### src/rtl/wb_counter_ctrl_pkg.sv
// Shared definitions for the Wishbone counter sequencer: register map,
// CTRL/STATUS bit positions and the run-state encoding.
package wb_counter_ctrl_pkg;

  localparam logic [1:0] ADR_CTRL   = 2'd0;
  localparam logic [1:0] ADR_STEPS  = 2'd1;
  localparam logic [1:0] ADR_STATUS = 2'd2;
  localparam logic [1:0] ADR_COUNT  = 2'd3;

  localparam int CTRL_START    = 0;
  localparam int CTRL_STOP     = 1;
  localparam int CTRL_DIR      = 2;
  localparam int CTRL_PINGPONG = 3;
  localparam int CTRL_IRQ_EN   = 4;

  localparam int STAT_BUSY = 0;
  localparam int STAT_DONE = 1;
  localparam int STAT_WRAP = 2;

  typedef enum logic {
    S_IDLE,
    S_RUN
  } state_t;

endpackage

### src/rtl/wb_counter_ctrl_if.sv
// Wishbone B4 classic bus bundle between the interconnect (master) and the
// counter sequencer (slave).
interface wb_counter_ctrl_if;

  logic        wb_cyc_i;
  logic        wb_stb_i;
  logic        wb_we_i;
  logic [3:0]  wb_adr_i;
  logic [31:0] wb_dat_i;
  logic [31:0] wb_dat_o;
  logic        wb_ack_o;

  modport master (
    output wb_cyc_i, wb_stb_i, wb_we_i, wb_adr_i, wb_dat_i,
    input  wb_dat_o, wb_ack_o
  );

  modport slave (
    input  wb_cyc_i, wb_stb_i, wb_we_i, wb_adr_i, wb_dat_i,
    output wb_dat_o, wb_ack_o
  );

endinterface

### src/rtl/wb_counter_ctrl_reg_if.sv
// Wishbone slave front end: one-cycle ack, address decode into per-register
// write strobes, and a read mux registered into the ack cycle.
module wb_reg_if
  import wb_counter_ctrl_pkg::*;
(
  input  logic         clk,
  input  logic         rst,
  wb_counter_ctrl_if.slave bus,
  input  logic [31:0]  i_ctrlRd,
  input  logic [31:0]  i_stepsRd,
  input  logic [31:0]  i_statusRd,
  input  logic [31:0]  i_countRd,
  output logic         o_ctrlWr,
  output logic         o_stepsWr,
  output logic         o_statusWr,
  output logic [31:0]  o_wrData
);

  logic        r_ack;
  logic [31:0] r_datO;
  logic        w_req;
  logic        w_wr;
  logic [1:0]  w_sel;
  logic [31:0] w_rdMux;
  logic        w_unusedAdr;

  // A request is only accepted while ack is low, so every access takes two cycles.
  assign w_req       = bus.wb_cyc_i & bus.wb_stb_i & ~r_ack;
  assign w_wr        = w_req & bus.wb_we_i;
  assign w_sel       = bus.wb_adr_i[3:2];
  assign w_unusedAdr = &{1'b0, bus.wb_adr_i[1:0]};

  assign o_ctrlWr   = w_wr & (w_sel == ADR_CTRL);
  assign o_stepsWr  = w_wr & (w_sel == ADR_STEPS);
  assign o_statusWr = w_wr & (w_sel == ADR_STATUS);
  assign o_wrData   = bus.wb_dat_i;

  always_comb begin
    w_rdMux = '0;
    case (w_sel)
      ADR_CTRL:   w_rdMux = i_ctrlRd;
      ADR_STEPS:  w_rdMux = i_stepsRd;
      ADR_STATUS: w_rdMux = i_statusRd;
      ADR_COUNT:  w_rdMux = i_countRd;
      default:    w_rdMux = '0;
    endcase
  end

  always_ff @(posedge clk or posedge rst) begin
    if (rst) begin
      r_ack  <= 1'b0;
      r_datO <= '0;
    end else begin
      r_ack  <= w_req;
      r_datO <= (w_req & ~bus.wb_we_i) ? w_rdMux : '0;
    end
  end

  assign bus.wb_ack_o = r_ack;
  assign bus.wb_dat_o = r_datO;

endmodule

### src/rtl/wb_counter_ctrl.sv
// Counter sequencer: software programs direction, mode and a step budget, and
// this block drives the counter's enable/direction and reports BUSY/DONE/WRAP.
module wb_counter_ctrl
  import wb_counter_ctrl_pkg::*;
#(
  parameter int CNT_W  = 4,
  parameter int STEP_W = 16
) (
  input  logic             clk,
  input  logic             rst,
  wb_counter_ctrl_if.slave bus,
  output logic             cnt_en,
  output logic             cnt_up_down,
  input  logic [CNT_W-1:0] cnt_count,
  output logic             irq
);

  localparam logic [CNT_W-1:0]  CNT_MAX  = '1;
  localparam logic [STEP_W-1:0] STEP_ONE = STEP_W'(1);

  logic              r_dir;
  logic              r_pingpong;
  logic              r_irqEn;
  logic [STEP_W-1:0] r_steps;
  logic              r_done;
  logic              r_wrap;
  logic              r_irq;
  logic [STEP_W-1:0] r_stepsLeft;
  logic              r_dirQ;
  logic              r_ppQ;
  logic              r_cntEn;
  state_t            r_state;

  logic              w_ctrlWr;
  logic              w_stepsWr;
  logic              w_statusWr;
  logic [31:0]       w_wrData;
  logic              w_start;
  logic              w_stop;
  logic              w_lastStep;
  state_t            w_stateNext;
  logic              w_load;
  logic              w_cntEnNext;
  logic              w_doneSet;
  logic              w_upDown;
  logic              w_wrapEvent;
  logic              w_unusedWrData;

  wb_reg_if u_regIf (
    .clk        (clk),
    .rst        (rst),
    .bus        (bus),
    .i_ctrlRd   (32'({r_irqEn, r_pingpong, r_dir, 2'b00})),
    .i_stepsRd  (32'(r_steps)),
    .i_statusRd (32'({r_wrap, r_done, (r_state == S_RUN)})),
    .i_countRd  (32'(cnt_count)),
    .o_ctrlWr   (w_ctrlWr),
    .o_stepsWr  (w_stepsWr),
    .o_statusWr (w_statusWr),
    .o_wrData   (w_wrData)
  );

  assign w_unusedWrData = &{1'b0, w_wrData[31:STEP_W]};
  assign w_start        = w_ctrlWr & w_wrData[CTRL_START];
  assign w_stop         = w_ctrlWr & w_wrData[CTRL_STOP];
  // A zero budget loads steps_left with 0, which never decrements and never hits 1.
  assign w_lastStep     = r_cntEn & (r_stepsLeft == STEP_ONE);

  always_ff @(posedge clk or posedge rst) begin
    if (rst) r_state <= S_IDLE;
    else     r_state <= w_stateNext;
  end

  always_comb begin
    w_stateNext = r_state;
    case (r_state)
      S_IDLE: if (w_start && !w_stop) w_stateNext = S_RUN;
      S_RUN: begin
        if (w_stop)          w_stateNext = S_IDLE;
        else if (w_start)    w_stateNext = S_RUN;
        else if (w_lastStep) w_stateNext = S_IDLE;
      end
      default: w_stateNext = S_IDLE;
    endcase
  end

  always_comb begin
    w_load      = w_start & ~w_stop;
    w_cntEnNext = (w_stateNext == S_RUN);
    w_doneSet   = (r_state == S_RUN) & ~w_stop & ~w_start & w_lastStep;
  end

  // Ping-pong reflects at the limits using the live count, so the counter never wraps.
  always_comb begin
    w_upDown = r_dirQ;
    if (r_ppQ) begin
      if (cnt_count == CNT_MAX)   w_upDown = 1'b0;
      else if (cnt_count == '0)   w_upDown = 1'b1;
    end
  end

  assign w_wrapEvent = r_cntEn & ~r_ppQ &
                       ((w_upDown & (cnt_count == CNT_MAX)) | (~w_upDown & (cnt_count == '0)));

  always_ff @(posedge clk or posedge rst) begin
    if (rst) begin
      r_dir      <= 1'b0;
      r_pingpong <= 1'b0;
      r_irqEn    <= 1'b0;
      r_steps    <= '0;
    end else begin
      if (w_ctrlWr) begin
        r_dir      <= w_wrData[CTRL_DIR];
        r_pingpong <= w_wrData[CTRL_PINGPONG];
        r_irqEn    <= w_wrData[CTRL_IRQ_EN];
      end
      if (w_stepsWr) r_steps <= w_wrData[STEP_W-1:0];
    end
  end

  // Run datapath; a START takes DIR and PINGPONG from the same write that carries it.
  always_ff @(posedge clk or posedge rst) begin
    if (rst) begin
      r_cntEn     <= 1'b0;
      r_stepsLeft <= '0;
      r_dirQ      <= 1'b1;
      r_ppQ       <= 1'b0;
    end else begin
      r_cntEn <= w_cntEnNext;
      if (w_load) begin
        r_stepsLeft <= r_steps;
        r_dirQ      <= w_wrData[CTRL_DIR];
        r_ppQ       <= w_wrData[CTRL_PINGPONG];
      end else if (r_cntEn) begin
        r_dirQ <= w_upDown;
        if (r_stepsLeft != '0) r_stepsLeft <= r_stepsLeft - STEP_ONE;
      end
    end
  end

  always_ff @(posedge clk or posedge rst) begin
    if (rst) begin
      r_done <= 1'b0;
      r_wrap <= 1'b0;
      r_irq  <= 1'b0;
    end else begin
      r_done <= w_doneSet   | (r_done & ~(w_statusWr & w_wrData[STAT_DONE]));
      r_wrap <= w_wrapEvent | (r_wrap & ~(w_statusWr & w_wrData[STAT_WRAP]));
      r_irq  <= r_irqEn & (r_done | r_wrap);
    end
  end

  assign cnt_en      = r_cntEn;
  assign cnt_up_down = w_upDown;
  assign irq         = r_irq;

endmodule
### src/flat_wrapper.sv
// flat-port wrapper written by rule: the top's interface ports become plain ports
module wb_counter_ctrl_flat import wb_counter_ctrl_pkg::*;
#(
  parameter int CNT_W  = 4,
  parameter int STEP_W = 16
)
  (clk, rst, cnt_en, cnt_up_down, cnt_count, irq, bus_wb_cyc_i, bus_wb_stb_i, bus_wb_we_i, bus_wb_adr_i, bus_wb_dat_i, bus_wb_dat_o, bus_wb_ack_o);
  wb_counter_ctrl_if bus_i ();
  input  logic clk;
  input  logic rst;
  output logic cnt_en;
  output logic cnt_up_down;
  input  logic [CNT_W-1:0] cnt_count;
  output logic irq;
  input wire logic [$bits(bus_i.wb_cyc_i)-1:0] bus_wb_cyc_i;
  input wire logic [$bits(bus_i.wb_stb_i)-1:0] bus_wb_stb_i;
  input wire logic [$bits(bus_i.wb_we_i)-1:0] bus_wb_we_i;
  input wire logic [$bits(bus_i.wb_adr_i)-1:0] bus_wb_adr_i;
  input wire logic [$bits(bus_i.wb_dat_i)-1:0] bus_wb_dat_i;
  output wire logic [$bits(bus_i.wb_dat_o)-1:0] bus_wb_dat_o;
  output wire logic [$bits(bus_i.wb_ack_o)-1:0] bus_wb_ack_o;
  assign bus_i.wb_cyc_i = bus_wb_cyc_i;
  assign bus_i.wb_stb_i = bus_wb_stb_i;
  assign bus_i.wb_we_i = bus_wb_we_i;
  assign bus_i.wb_adr_i = bus_wb_adr_i;
  assign bus_i.wb_dat_i = bus_wb_dat_i;
  assign bus_wb_dat_o = bus_i.wb_dat_o;
  assign bus_wb_ack_o = bus_i.wb_ack_o;
  wb_counter_ctrl #(.CNT_W(CNT_W), .STEP_W(STEP_W)) u_core (.clk(clk), .rst(rst), .bus(bus_i), .cnt_en(cnt_en), .cnt_up_down(cnt_up_down), .cnt_count(cnt_count), .irq(irq));
endmodule
### config.mk
export PLATFORM = sky130hd
export DESIGN_NAME = wb_counter_ctrl_flat
export DESIGN_NICKNAME = d
export VERILOG_FILES = /design/src/rtl/wb_counter_ctrl_pkg.sv /design/src/rtl/wb_counter_ctrl_if.sv /design/src/rtl/wb_counter_ctrl_reg_if.sv /design/src/rtl/wb_counter_ctrl.sv /design/src/flat_wrapper.sv
export SDC_FILE = /design/constraint.sdc
export NUM_CORES = 1
export LEC_CHECK = 0
export ABC_AREA = 1
export BUFFER_PORTS_ARGS = -buffer_cell sky130_fd_sc_hd__buf_2
export CELL_PAD_IN_SITES_DETAIL_PLACEMENT = 0
export CELL_PAD_IN_SITES_GLOBAL_PLACEMENT = 2
export CORE_MARGIN = 5
export CORE_UTILIZATION = 30
export CTS_CLUSTER_DIAMETER = 150
export DETAILED_ROUTE_END_ITERATION = 8
export PLACE_DENSITY = 0.91
export SYNTH_ARGS = -nofsm -noshare
export SYNTH_HDL_FRONTEND = slang
export SYNTH_SLANG_ARGS = --single-unit
### constraint.sdc
create_clock -name clk -period 2.32 [get_ports clk]
set_input_delay 0.696 -clock clk [delete_from_list [all_inputs] [get_ports clk]]
set_output_delay 0.696 -clock clk [all_outputs]
set_load 0.03 [all_outputs]
==> impl_metrics.yaml, run 1 <==
logic_synthesis:
  synthXorXnorAreaFrac: 0.0143
  synthAdderAreaFrac: 0.00816
  synth_top_family_by_area: "simple AND/OR/NAND/NOR gates"
  synth_compound_area_frac: 0.0469
  ys_ff_latch: 58
  ys_seq_area_frac: 0.474
  avgSynthCellArea_um2: 8.03
  yosysTopAreaCellShare: 0.465
  yosysMostFrequentCell: "nand2_1"
  muxShareOfSynthArea: 0.0282
  syn_area_um2: 3070
  synth_flop_cell: "dfrtp_1"
  syn_inst: 382
  ys_top_cells_by_count: "nand2_1 (108), dfrtp_1 (57), nand3_1 (42), inv_1 (40), nor2_1 (37)"
  ys_types: 31
  synth-simple-area-share: 0.319
  async_flop_share: 1.00
  yosysTopAreaCell: "dfrtp_1"
  synth_edf_count: 0
  synth.area.top_cells: "dfrtp_1 (47%), nand2_1 (13%), nand3_1 (6.9%)"
  yosysWarnings: 0
sta:
  worst_pin_slew_ns: 0.594
  setup_viol: 0
  slew-limit-headroom: 0.603
  drv_slew: 0
  min_period_over_period: 0.930
  timing.fmax_mhz: 464
  rsz0062_at_grt: "no"
  hold_ws_ns: 0.391
  worst_clock_skew_ns: 0.00467
  fin_tns_setup_ns: 0
  hold_viol_final: 0
  period_needed_ns: 2.16
floorplanning:
  coreArea_um2: 10100
  io_pins: 81
  die_w_um: 111
  initial_core_util: 0.302
  rows: 37
  die_h_um: 111
  dieArea_um2: 12300
worst_setup_path:
  slowest_stage: "nor3_1"
  crit_required_ns: 1.62
  crit_end: "cnt_up_down"
  cp_cell_sequence: "buf_2 -> inv_1 -> nor3_1 -> nand2_1 -> nand2_1 -> inv_1 -> buf_2"
  cp-startpoint: "cnt_count[1]"
  start_kind: "input pin"
  reg2reg_slack_ns: 0.35
  critical_path.max_stage_delay_ns: 0.22
  path_class: "input pin to output port"
  worst_r2r_endpoint: "u_core.r_stepsLeft[4]"
  r2r_start: "u_core.r_stepsLeft[0]"
  crit_path_end_kind: "output port"
  arrival_ns: 1.46
  reg2reg_depth: 9
  cp_max_fo: 3
global_route:
  grtUsageTotal: 0.126
  grt_overflow_total: 0
  grt_pass1_vias: 2588
  grt_max_degree: 59
  grt_pass1_wl_um: 12600
  antenna_found_initial: 0
clock_network:
  clkSlewWorstSetupHoldPaths_ns: 0.06
  clock-root-buffer: "clkbuf_8"
  cts_tree: "built"
  cts_setup_buffers: 0
  clk_path_buf_depth: 2
  post_cts_resized: 0
  numCtsBuffers: 9
  holdBufCountCts: 0
  cts_sinks: 58
  htreeDepth: 3
  clk_latency_ns: 0.35
detailed_routing:
  first_pass_iters: 4
  ant_nets: 0
  drc: 0
  wirelength_um: 7330
  wl_per_cell_um: 12.6
  first_iter_violations: 124
  vias: 2587
  via_per_inst: 4.46
power_and_ir_drop:
  p_int_uw: 2420
  leakage_uw: 0.00192
  switching_share: 0.369
  power_frac_comb: 0.320
  switchingPower_uw: 1420
  pwr-share-seq: 0.388
  pwr-share-clk: 0.292
  p_per_area_nw_per_um2: 1050
  ir_drop_mv: 0.443
placed_design:
  dp_hpwl_um: 5410
  io_buffers: 46
  routabilityCongestion: 0.822
worst_hold_path:
  min_path_type: "input pin to async pin"
status:
  status: "completed"
layout:
  multiInputGateArea_um2: 1340
  drive_above_1_share: 0.203
  fill_cells: 1101
  final_nets: 486
  syn_to_final_growth_pct: 19.3
  ff_latch_area_um2: 1450
  antenna_cells: 0
run:
  maxCapViolations: 0
area by class of cell:
type / instances / area share
Clock buffer: 11 / 0.0359
Clock inverter: 5 / 0.0280
Inverter: 41 / 0.0421
Multi-Input combinational cell: 274 / 0.366
Sequential cell: 58 / 0.397
Tap cell: 136 / 0.0465
Timing Repair Buffer: 55 / 0.0848
critical path: cells and delay by family:
kind | cells | cell delay [ns]
buf+inv | 4 | 0.36
simple gates | 3 | 0.41
registers in the layout, indices dropped and copies added (netlist names):
name	count
u_core.r_stepsLeft	16
u_core.r_steps	16
u_core.u_regIf.bus.wb_dat_o	16
u_core.irq	1
u_core.r_dir	1
u_core.r_dirQ	1
u_core.r_done	1
u_core.r_irqEn	1
u_core.r_pingpong	1
u_core.r_ppQ	1
u_core.r_state	1
u_core.r_wrap	1
u_core.u_regIf.bus.wb_ack_o	1
placed cells by master, fill, tap and decap left out, drive strengths merged:
master	n
nand2	111
dfrtp	57
buf	55
nand3	44
nor2	43
inv	41
conb	16
o21ai	13
nor3	12
clkbuf	11
a21oi	7
mux2	7
nand4	4
xor2	4
nand3b	4
bufinv	3
o211ai	2
a31oi	2
ha	2
xnor2	1
o21bai	1
o311ai	1
clkinv	1
clkinvlp	1
dfstp	1
per-stage QoR:
stage	setup slack, ns	utilization	total power (µW)	instance area (µm²)	std cells
final	0.163	0.361	3840	3660	580
after global routing	0.0717	0.361	4160	3660	580
after CTS	0.158	0.361	3890	3660	580
after detailed placement	0.160	0.338	2740	3420	564
after global placement	0.165	0.338	2720	3420	564
after floorplan	0.198	-	2450	3120	397
power groups by stage:
stage / logic, µW / clock network (µW) / registers, µW
6_report: 1230 / 1120 / 1490
5_1_grt: 1430 / 1200 / 1530
4_1_cts: 1240 / 1150 / 1490
3_5_place_dp: 1230 / 0 / 1500
3_3_place_gp: 1220 / 0 / 1500
2_1_floorplan: 975 / 0 / 1480
logic make-up (layout without fill, tap and decap cells):
family	count (synthesis)	after routing
AO/OA/AOI/OAI	26	26
XOR/XNOR	5	5
AND/OR/NAND/NOR	218	218
flip-flops	58	58
buffers and inverters	65	112
multiplexers	7	7
other	1	16
adder cells (fa/ha/maj)	2	2
how the worst min path moves through the flow:
stage | cells after the start | end | startpoint
6_report | 3 | u_core.r_steps[7] | rst
5_1_grt | 3 | u_core.u_regIf.bus.wb_dat_o[14] | rst
4_1_cts | 3 | u_core.r_steps[13] | rst
3_5_place_dp | 2 | u_core.r_steps[1] | u_core.r_steps[1]
3_3_place_gp | 2 | u_core.r_steps[1] | u_core.r_steps[1]
2_1_floorplan | 2 | u_core.r_stepsLeft[1] | u_core.r_stepsLeft[1]
routing by layer:
metal | wire length (µm) | vias up | track usage
li1 | - | 1299 | -
met5 | 0 | - | 0
met3 | 344 | 10 | 0.0311
met2 | 3330 | 51 | 0.185
met1 | 3510 | 1227 | 0.174
met4 | 157 | 0 | 0.0560
Note: power is estimated with default switching activity, not from simulation.
==> run 2: changes to the inputs <==
--- a/config.mk
+++ b/config.mk
@@ -9,11 +9,12 @@
 export BUFFER_PORTS_ARGS = -buffer_cell sky130_fd_sc_hd__buf_2
 export CELL_PAD_IN_SITES_DETAIL_PLACEMENT = 0
 export CELL_PAD_IN_SITES_GLOBAL_PLACEMENT = 2
-export CORE_MARGIN = 5
-export CORE_UTILIZATION = 30
+export CORE_MARGIN = 3
+export CORE_UTILIZATION = 32
 export CTS_CLUSTER_DIAMETER = 150
 export DETAILED_ROUTE_END_ITERATION = 8
-export PLACE_DENSITY = 0.91
+export PLACE_DENSITY = 0.93
 export SYNTH_ARGS = -nofsm -noshare
 export SYNTH_HDL_FRONTEND = slang
+export SYNTH_HIERARCHICAL = 1
 export SYNTH_SLANG_ARGS = --single-unit
==> run 2 against run 1 <==
Clock power up 46%. First-iteration DRC count up 77%. Die area up 33%. Core utilization up 4.4 points. Critical endpoint unchanged.
==> impl_metrics.yaml, run 2 <==
status:
  status: "completed"
worst_setup_path:
  slowest_stage: "o21ai_0"
  r2r_start: "u_core/r_stepsLeft[0]"
  reg2reg_depth: 9
  path_class: "input pin to output port"
  cp-startpoint: "cnt_count[3]"
  crit_end: "cnt_up_down"
  crit_cells: 7
  cp_max_fo: 3
  start_kind: "input pin"
  cp_cell_sequence: "buf_2 -> nor2_1 -> nand2_1 -> o21ai_0 -> nand2_2 -> inv_1 -> buf_2"
  path_delay_family: "buffers and inverters"
  worst_r2r_endpoint: "u_core/r_stepsLeft[4]"
  crit_required_ns: 1.62
  critical_path.max_stage_delay_ns: 0.19
  reg2reg_slack_ns: 0.44
  worst-path-buf-inv: 3
  cpMostUsedCell: "buf_2"
  crit_path_end_kind: "output port"
  arrival_ns: 1.51
power_and_ir_drop:
  switching_share: 0.368
  total_power_uw: 4980
  p_per_area_nw_per_um2: 842
  power_frac_comb: 0.309
  pwr-share-clk: 0.328
  pwr-share-seq: 0.363
  leakage_uw: 0.00314
  switchingPower_uw: 1830
  p_int_uw: 3150
  ir_drop_mv: 0.417
sta:
  min_period_over_period: 0.950
  worst_pin_slew_ns: 0.529
  fin_tns_setup_ns: 0
  rsz0062_at_grt: "no"
  slew-limit-headroom: 0.647
  setup_viol: 0
  timing.fmax_mhz: 453
  drv_slew: 0
  hold_viol_final: 0
  hold_ws_ns: 0.454
  worst_clock_skew_ns: 0.00626
  period_needed_ns: 2.21
logic_synthesis:
  avgSynthCellArea_um2: 6.81
  syn_inst: 703
  syn_area_um2: 4790
  yosysWarnings: 6
floorplanning:
  initial_core_util: 0.328
  dieArea_um2: 16500
  die_w_um: 128
  coreArea_um2: 14600
  io_pins: 81
  rows: 44
  die_h_um: 128
placed_design:
  dp.cells: 1018
  io_buffers: 62
  routabilityCongestion: 0.819
  placed_area_um2: 5570
  dp_hpwl_um: 8330
global_route:
  grt_overflow_total: 0
  grt_pass1_vias: 4005
  grt_max_degree: 68
  antenna_found_initial: 0
  grt_pass1_wl_um: 20300
  grtUsageTotal: 0.155
clock_network:
  numCtsBuffers: 9
  cts_tree: "built"
  htreeDepth: 3
  clkSlewWorstSetupHoldPaths_ns: 0.06
  clock-root-buffer: "clkbuf_16"
  cts_sinks: 74
  clk_latency_ns: 0.34
  clk_path_buf_depth: 2
detailed_routing:
  drc: 0
  vias: 4315
  wirelength_um: 12100
  first_pass_iters: 4
  via_per_inst: 4.17
  wl_per_cell_um: 11.7
  ant_nets: 0
  first_iter_violations: 219
worst_hold_path:
  min_path_type: "input pin to async pin"
layout:
  mostFrequentLayoutCell: "nand2_1"
  final_nets: 892
  layout.cells.non_filler: 1034
  fin_area_um2: 5910
  largest_reg_flops: 32
  final_cell_mix: "nand2_1 (165), nand3_1 (120), nor2_1 (111)"
  drive_above_1_share: 0.153
  syn_to_final_growth_pct: 23.4
  antenna_cells: 0
run:
  maxCapViolations: 0
[run 2: cell types whose count changed in the layout (fill, tap and decap cells not counted), moves of 11 or more]
cell     delta
buf_4      +14
inv_1      +39
nor2_1     +74
dfrtp_1    +16
nand3_1    +78
nand2_1    +57
buf_2      +16
a21oi_1    +21
nor3_1     -11
conb_1     +86
[run 2: worst min path at each step]
stage                                      from                        endpoint  slack (ns)  cells past startpoint
final                                       rst  u_core/u_regIf/bus.wb_dat_o[9]        0.45                      3
after global routing                        rst  u_core/u_regIf/bus.wb_dat_o[5]        0.49                      3
after CTS                                   rst  u_core/u_regIf/bus.wb_dat_o[9]        0.47                      3
after detailed placement           u_core/r_dir                    u_core/r_dir        0.51                      2
after global placement    u_core/r_stepsLeft[1]           u_core/r_stepsLeft[1]        0.50                      2
after floorplan           u_core/r_stepsLeft[1]           u_core/r_stepsLeft[1]        0.47                      2
[run 2: area by class of cell]
class | count | area [µm²]
flip-flops and latches | 74 | 1850
well taps | 184 | 230
inverters | 82 | 308
fillers | 1561 | 8680
repair buffers | 85 | 495
clock buffers | 9 | 225
clock inverters | 7 | 116
multi-input cells | 593 | 2680
[run 2: power by group through the flow]
stage	logic, µW	registers [µW]	clock network [µW]
finish	1540	1810	1630
global route	1780	1850	1730
CTS	1550	1810	1680
detailed placement	1550	1830	0
global placement	1530	1830	0
floorplan	1220	1790	0
[run 2: metrics by stage]
| step | worst slack [ns] | utilization |
|---|---|---|
| 3_5_place_dp | 0.0990 | 0.382 |
| 6_report | 0.115 | 0.405 |
| 2_1_floorplan | 0.138 | - |
| 3_3_place_gp | 0.103 | 0.382 |
| 5_1_grt | 0.0116 | 0.405 |
| 4_1_cts | 0.0934 | 0.405 |
[run 2: per-layer routing]
layer | GRT usage | part of all wire | up-vias
met5 | 0 | 0 | -
met4 | 0.0599 | 0.020 | 0
met3 | 0.0253 | 0.031 | 16
met2 | 0.250 | 0.45 | 59
met1 | 0.208 | 0.50 | 1856
li1 | - | - | 2384
[run 2: timing repair]
item | 4_1_cts | 5_1_grt
endpoints found under the hold margin | 0 | 0
hold buffers | 0 | 0
gates resized for setup | 0 | 1
setup endpoints to repair | 0 | 1
buffers inserted | 0 | 0
[run 2: worst register-to-register path, cell delays in order (launching register included)]
cell     delay, ns
dfrtp_1       0.44
inv_1         0.15
ha_1          0.31
nand2_4       0.12
nor2_8        0.18
nand3_4       0.11
nand2_4       0.23
inv_2         0.12
nand2_1       0.07
o21ai_1       0.06
